**src/rtl/ysyx_22040750_axi_rd_responder.sv**
```systemverilog
// AXI4 read-channel slave: turns each AR burst into one-per-beat reads of a
// one-cycle-latency 64-bit memory port and returns R beats under backpressure.
module ysyx_22040750_axi_rd_responder #(
    parameter int ADDR_WIDTH = 32,
    parameter int DATA_WIDTH = 64
) (
    input  logic                  I_clk,
    input  logic                  I_rst,
    input  logic [ADDR_WIDTH-1:0] I_araddr,
    input  logic                  I_arvalid,
    output logic                  O_arready,
    input  logic [7:0]            I_arlen,
    input  logic [2:0]            I_arsize,
    input  logic [1:0]            I_arburst,
    output logic [DATA_WIDTH-1:0] O_rdata,
    output logic [1:0]            O_rresp,
    output logic                  O_rlast,
    output logic                  O_rvalid,
    input  logic                  I_rready,
    output logic [ADDR_WIDTH-1:0] O_mem_raddr,
    output logic                  O_mem_ren,
    input  logic [DATA_WIDTH-1:0] I_mem_rdata,
    output logic [2:0]            O_dbg_state
);

    typedef enum logic [2:0] {
        S_IDLE     = 3'd0,
        S_MEM_RD   = 3'd1,
        S_MEM_WAIT = 3'd2,
        S_RESP     = 3'd3,
        S_ERR_RESP = 3'd4
    } state_t;

    localparam logic [1:0] BURST_FIXED = 2'b00;
    localparam logic [1:0] BURST_INCR  = 2'b01;
    localparam logic [1:0] RESP_OKAY   = 2'b00;
    localparam logic [1:0] RESP_SLVERR = 2'b10;

    state_t                r_state;
    state_t                w_next;
    logic [ADDR_WIDTH-1:0] r_addr;
    logic [7:0]            r_len;
    logic [2:0]            r_size;
    logic [1:0]            r_burst;
    logic [7:0]            r_beat_cnt;
    logic [DATA_WIDTH-1:0] r_data;

    logic                  w_ar_hs;
    logic                  w_ar_illegal;
    logic                  w_last;
    logic [ADDR_WIDTH-1:0] w_step;
    logic [5:0]            w_shift_amt;
    logic [DATA_WIDTH-1:0] w_mask;
    logic [DATA_WIDTH-1:0] w_beat_data;

    // Handshakes: a transfer happens on a rising edge where valid and ready
    // are both high; once O_rvalid rises, O_rdata/O_rresp/O_rlast hold until
    // the beat is taken, and O_arready is only offered from IDLE.
    assign w_ar_hs      = I_arvalid && O_arready;
    assign w_ar_illegal = (I_arburst != BURST_FIXED && I_arburst != BURST_INCR) ||
                          (I_arsize > 3'd3);
    assign w_last       = (r_beat_cnt == r_len);
    assign w_shift_amt  = {r_addr[2:0], 3'b000};
    assign O_dbg_state  = r_state;

    always_comb begin
        w_step = '0;
        case (r_size)
            3'd0:    w_step = ADDR_WIDTH'(1);
            3'd1:    w_step = ADDR_WIDTH'(2);
            3'd2:    w_step = ADDR_WIDTH'(4);
            default: w_step = ADDR_WIDTH'(8);
        endcase
        if (r_burst != BURST_INCR) begin
            w_step = '0;
        end
    end

    // Narrow beats are right-justified: shift the addressed byte lane down,
    // then clear everything above the beat width.
    always_comb begin
        w_mask = '1;
        case (r_size)
            3'd0:    w_mask = DATA_WIDTH'(64'h0000_0000_0000_00ff);
            3'd1:    w_mask = DATA_WIDTH'(64'h0000_0000_0000_ffff);
            3'd2:    w_mask = DATA_WIDTH'(64'h0000_0000_ffff_ffff);
            default: w_mask = '1;
        endcase
        w_beat_data = (I_mem_rdata >> w_shift_amt) & w_mask;
    end

    always_ff @(posedge I_clk) begin
        if (I_rst) begin
            r_state    <= S_IDLE;
            r_addr     <= '0;
            r_len      <= '0;
            r_size     <= '0;
            r_burst    <= '0;
            r_beat_cnt <= '0;
            r_data     <= '0;
        end else begin
            r_state <= w_next;
            case (r_state)
                S_IDLE: begin
                    if (w_ar_hs) begin
                        r_addr     <= I_araddr;
                        r_len      <= I_arlen;
                        r_size     <= I_arsize;
                        r_burst    <= I_arburst;
                        r_beat_cnt <= '0;
                    end
                end
                S_MEM_WAIT: begin
                    r_data <= w_beat_data;
                end
                S_RESP: begin
                    if (I_rready && !w_last) begin
                        r_beat_cnt <= r_beat_cnt + 8'd1;
                        r_addr     <= r_addr + w_step;
                    end
                end
                S_ERR_RESP: begin
                    if (I_rready && !w_last) begin
                        r_beat_cnt <= r_beat_cnt + 8'd1;
                    end
                end
                default: ;
            endcase
        end
    end

    // Outputs are forced quiet while reset is held so an abandoned burst
    // produces neither beats nor memory strobes in the reset cycle.
    always_comb begin
        w_next      = r_state;
        O_arready   = 1'b0;
        O_rvalid    = 1'b0;
        O_rdata     = '0;
        O_rresp     = RESP_OKAY;
        O_rlast     = 1'b0;
        O_mem_ren   = 1'b0;
        O_mem_raddr = '0;
        case (r_state)
            S_IDLE: begin
                O_arready = !I_rst;
                if (I_arvalid && !I_rst) begin
                    w_next = w_ar_illegal ? S_ERR_RESP : S_MEM_RD;
                end
            end
            S_MEM_RD: begin
                O_mem_ren   = !I_rst;
                O_mem_raddr = I_rst ? '0 : {r_addr[ADDR_WIDTH-1:3], 3'b000};
                w_next      = S_MEM_WAIT;
            end
            S_MEM_WAIT: begin
                w_next = S_RESP;
            end
            S_RESP: begin
                O_rvalid = !I_rst;
                O_rdata  = I_rst ? '0 : r_data;
                O_rlast  = w_last && !I_rst;
                if (I_rready) begin
                    w_next = w_last ? S_IDLE : S_MEM_RD;
                end
            end
            S_ERR_RESP: begin
                O_rvalid = !I_rst;
                O_rresp  = I_rst ? RESP_OKAY : RESP_SLVERR;
                O_rlast  = w_last && !I_rst;
                if (I_rready && w_last) begin
                    w_next = S_IDLE;
                end
            end
            default: begin
                w_next = S_IDLE;
            end
        endcase
    end

endmodule

```
**config.mk**
```make
export PLATFORM = sky130hd
export DESIGN_NAME = ysyx_22040750_axi_rd_responder
export DESIGN_NICKNAME = d
export VERILOG_FILES = /design/src/rtl/ysyx_22040750_axi_rd_responder.sv
export SDC_FILE = /design/constraint.sdc
export NUM_CORES = 1
export LEC_CHECK = 0
export BUFFER_PORTS_ARGS = -buffer_cell sky130_fd_sc_hd__clkbuf_2
export CAP_MARGIN = 20
export CORE_MARGIN = 2
export CORE_UTILIZATION = 55
export CTS_CLUSTER_SIZE = 30
export DETAILED_ROUTE_END_ITERATION = 7
export GPL_TIMING_DRIVEN = 0
export PLACE_DENSITY = 0.85
export SKIP_CTS_REPAIR_TIMING = 1
export SYNTH_ARGS = -nofsm -noshare
export SYNTH_HDL_FRONTEND = slang
export SYNTH_SLANG_ARGS = --single-unit
```
**constraint.sdc**
```tcl
create_clock -name I_clk -period 7.3 [get_ports I_clk]
set_input_delay 0 -clock I_clk [delete_from_list [all_inputs] [get_ports I_clk]]
set_output_delay 0 -clock I_clk [all_outputs]
set_load 0.02 [all_outputs]
```
## Word-level counts from Yosys, hierarchy flattened

Cells that the tools add are included.

| cells by class | value |
|---|---|
| equality and inequality tests | 15 |
| reductions and logical operators | 19 |
| $lt $le $gt $ge | 1 |
| shift operators | 1 |
| muxes and demuxes | 25 |
| add/subtract/negate cells | 2 |
| bitwise operators | 1 |

Operator list:

| kind | number |
|---|---|
| $pmux 64 s3 | 1 |
| $mux 32 | 5 |
| $mux 64 | 2 |
| $and 64x64->64 | 1 |
| $pmux 32 s2 | 1 |
| $shr 64x6->64 | 1 |
| $add 32x32->32 | 1 |
| $mux 8 | 2 |
| $pmux 8 s2 | 1 |
| $pmux 3 s5 | 1 |
| $mux 3 | 4 |
| $pmux 4 s3 | 1 |
| $ne 2x2->1 const B | 5 |
| $eq 3x2->1 const B | 3 |
| $reduce_and 3->1 | 3 |
| $add 8x1->8 const B | 1 |
| $eq 8x8->1 | 1 |
| $eq 3x1->1 const B | 2 |
| $logic_and 1x1->1 | 6 |
| $logic_not 3->1 | 2 |
| $ne 2x1->1 const B | 3 |
| $reduce_bool 2->1 | 3 |
| $mux 1 | 5 |
| $mux 2 | 2 |
| other kinds (6) | 7 |

| storage, ports and cells | value |
|---|---|
| logic and storage cells | 71 |
| input bits | 113 |
| register bits after elaboration | 120 |

## Longest topological paths before layout

| logic depth | value |
|---|---|
| depth after elaboration | 6 |
| depth in mapped cells | 11 |
| gate-level depth less buffers | 10 |

## Worst setup path after synthesis

OpenSTA, ideal clock, no wires.

| timing path | value |
|---|---|
| path kind | register to register |
| start | reg r_burst[1] |
| end | reg r_addr[14] |
| stages on the path, launching flop included | 11 |
| slack | 4.794 ns |
| period minus slack after synthesis | 2.506 ns |
| path buffers | 1 |
| arrival | 2.431 ns |
| data required time | 7.226 ns |
| setup time | 0.074 ns |
| cell sequence | dfxtp_1 -> nand2b_1 -> nor4b_1 -> fa_1 -> a211o_1 -> o211a_1 -> clkbuf_1 -> nand4_1 -> a2111oi_0 -> a31oi_1 -> a31oi_1 |

| between the ends | value |
|---|---|
| longest elaborated chain between the ends | 5 |

RTL lines:

| what | RTL line | source |
|---|---|---|
| start, declared | 44 | `logic [1:0] r_burst;` |
| start signal, assigned | 109 | `r_burst <= I_arburst;` |
| $ne 2x1->1 | 74 | `if (r_burst != BURST_INCR) begin` |
| $mux 32 | 74 |  |
| $add 32x32->32 | 119 | `r_addr <= r_addr + w_step;` |
| $mux 32 | 117 | `if (I_rready && !w_last) begin` |
| $pmux 32 s2 | 103 | `case (r_state)` |
| end signal, assigned | 106 | `r_addr <= I_araddr;` |
| end signal, assigned | 119 |  |
| end, declared | 41 | `logic [ADDR_WIDTH-1:0] r_addr;` |

No other way between the ends. The select of a mux whose other input is x is not followed.
A chain may end at the register's enable or synchronous reset.

## Worst setup path after layout

Ends and elaborated chain as after synthesis.

==> impl_metrics.toml <==
[logic_synthesis]
ys_ff_latch = 120
netlist_area_sq_um = 7730
synthDistinctLibCells = 70
synth_flop_cell = "dfxtp_1"
async_flop_share_pct = 0
ys_seq_area_share_pct = 31.1
synthCells = 1006
avgSynthCellArea_sq_um = 7.69
ys.warnings.count = 0
synth_edf_count = 0

[sta]
setup_violations = 0
fin_crit_sh_pct = 44.6
maxSlewViolCount = 0
rsz0062_at_grt = "no"
finalHoldViolCount = 9
relSlewSlack_pct = 27.1
fmax_mhz = 307
whs_ps = -53.9
period_needed_ps = 3260
fin_setup_tns_ps = 0
fin_worst_skew_ps = 12.4
worstMarginPinSlew_ps = 1080

[worst_setup_path]
cpMostUsedCell = "a31oi_1"
cp.arrival_ps = 3610
critPathSlowestCell = "nor4b_1"
worstSetupPathType = "flop to flop"
critPathMaxStageDelay_ps = 650
cp_num_buf_inv = 1
cpLargestDelayFamily = "simple AND/OR/NAND/NOR gates"
startpoint = "r_burst[1]"
crit_fanout = 10
critPathCaptureType = "flop"
critPathLaunchType = "flop"
r2r-start = "r_burst[1]"
path_cells = "nand2b_1 -> nor4b_1 -> fa_1 -> a211o_1 -> o211a_1 -> clkbuf_1 -> nand4_1 -> a2111oi_0 -> a31oi_1 -> a31oi_1"
cp.required_ps = 7650

[finish]
final_cell_mix = "clkbuf_2 (213), nand2_1 (195), dfxtp_1 (120)"
final_area_sq_um = 10100
layout_commonest_cell = "clkbuf_2"
diodes = 0
final_nets = 1411
drive_gt1_share_pct = 26.4
fill_cells = 1087
areaGrowthSynthToFinish_pct = 30.7

[routing]
first_pass_iters = 6
vias = 9063
remaining_drc_errors = 0
drt_wl_total_mm = 29.2
wl_per_cell_um = 19.7
drtIter0Drc = 1274
ant_nets = 0
vias_per_cell = 6.10

[status]
failed_checks = "negative hold slack"
status = "finished with violations"

[power_and_ir_drop]
comb_power_share_pct = 24.6
p_per_area_nw_per_um2 = 202
p_seq_share_pct = 35.3
p_sw_mw = 0.667
p_leak_nw = 4.27
intPower_mw = 1.38
p_sw_share_pct = 32.6
ir_drop_uv = 171
p_clk_share_pct = 40.1

[min_path]
worstHoldStart = "I_araddr[17]"
min_path_type = "input pin to flop"

[place]
placed_area_sq_um = 9050
dp_hpwl_mm = 21.4
port_buffers = 213
place_congestion = 1.03

[run]
maxCapViolCount = 0

[clocking]
clockBufferDepth = 2
cts.htree.levels = 4
cts_buffers = 17
clock-sinks = 120
worstSkewPairLatency_ps = 430
cts_tree = "yes"
cts_root_buf = "clkbuf_16"
clk_pin_slew_ps = 60

[floorplanning]
core_area_sq_um = 13800
die_area_sq_um = 15000
fp.dieW_um = 123
start_util_pct = 55.9
rows = 43
die_y_um = 123
ioPinCount = 218

[global_route]
overflow = 0
grt_use_total_pct = 37.7
antenna_found_initial = 0
grt_pass1_vias = 7972
grt_pass1_wl_mm = 43.1
grt_max_degree = 17
-- flip-flops by register name, summed over array words and instances (netlist names) --
register,cells
r_size,3
r_len,8
r_burst,2
r_addr,32
r_data,64
r_beat_cnt,8
O_dbg_state,3
-- logic make-up after synthesis --
logic type	synth area share [%]
AOI/OAI and AO/OA	20.8
xor gates and xnor gates	1.47
adders and majority gates	1.07
buffers and inverters	5.82
DFF	31.1
muxes	12.1
other	0.0485
and+or+nand+nor	27.6
-- metrics by stage --
step           setup WS [ps]  hold WS (ps)  utilization, %  total power, mW  cells
2_1_floorplan           4790          36.5               -             1.03   1009
3_3_place_gp            4310           184            65.4             1.19   1402
3_5_place_dp            4180           187            65.4             1.19   1404
4_1_cts                 4100          -246            69.6             2.00   1436
5_1_grt                 3740          1.49            73.1             2.11   1485
6_report                4040         -53.9            73.1             2.04   1485
-- worst register-to-register path, cell delays in order, from the launching register on --
cell and delay (ps):
dfxtp_1 320, nand2b_1 200, nor4b_1 650, fa_1 380, a211o_1 170, o211a_1 190, clkbuf_1 430, nand4_1 200
a2111oi_0 430, a31oi_1 80, a31oi_1 140
-- layout make-up --
cell class / instances / area (sq um) / share of cell area, %
clock inverter: 13 / 119 / 1.18
inverter: 7 / 26.3 / 0.260
tap: 180 / 225 / 2.23
timing repair buffer: 264 / 1570 / 15.5
buffer: 89 / 424 / 4.20
multi-input combinational: 793 / 4890 / 48.4
clock buffer: 19 / 453 / 4.48
sequential: 120 / 2400 / 23.8
-- worst paths after layout --
check | to | slack, ps | depth (start not counted)
setup / recovery | r_addr[14] | 4040 | 10
hold / removal | r_addr[17] | -50 | 5
setup reg to reg | r_addr[14] | 4040 | 10
hold reg to reg | r_data[3] | 450 | 2
-- power by group through the flow --
| stage | clock (mW) | combinational [mW] | sequential, mW |
|---|---|---|---|
| after floorplan | 0 | 0.308 | 0.727 |
| after detailed placement | 0 | 0.458 | 0.733 |
| after global routing | 0.847 | 0.533 | 0.725 |
| final | 0.820 | 0.502 | 0.721 |
| after CTS | 0.819 | 0.463 | 0.719 |
| after global placement | 0 | 0.457 | 0.732 |
-- per-layer routing --
layer / vias to the layer above / GRT usage (%) / part of all wire (%)
met4: 0 / 12.9 / 2.8
met5: - / 0 / 0
met3: 91 / 7.76 / 10
li1: 4153 / - / -
met2: 625 / 58.9 / 46
met1: 4194 / 51.9 / 41
-- Yosys cell counts (17+ instances only) --
cell | count | share of area (%)
nor2_1 | 113 | 5.5
nand3_1 | 31 | 2.0
and3_1 | 33 | 2.7
mux2_2 | 19 | 2.8
buf_2 | 21 | 1.4
a31oi_1 | 17 | 1.4
a21oi_1 | 61 | 3.9
nand2_1 | 195 | 9.5
clkbuf_1 | 47 | 2.3
o21ai_0 | 53 | 3.4
dfxtp_1 | 120 | 31
o22ai_1 | 24 | 1.9
mux2i_1 | 34 | 4.4
and2_1 | 32 | 2.6
mux4_2 | 17 | 5.0
(Power assumes the default switching activity.)
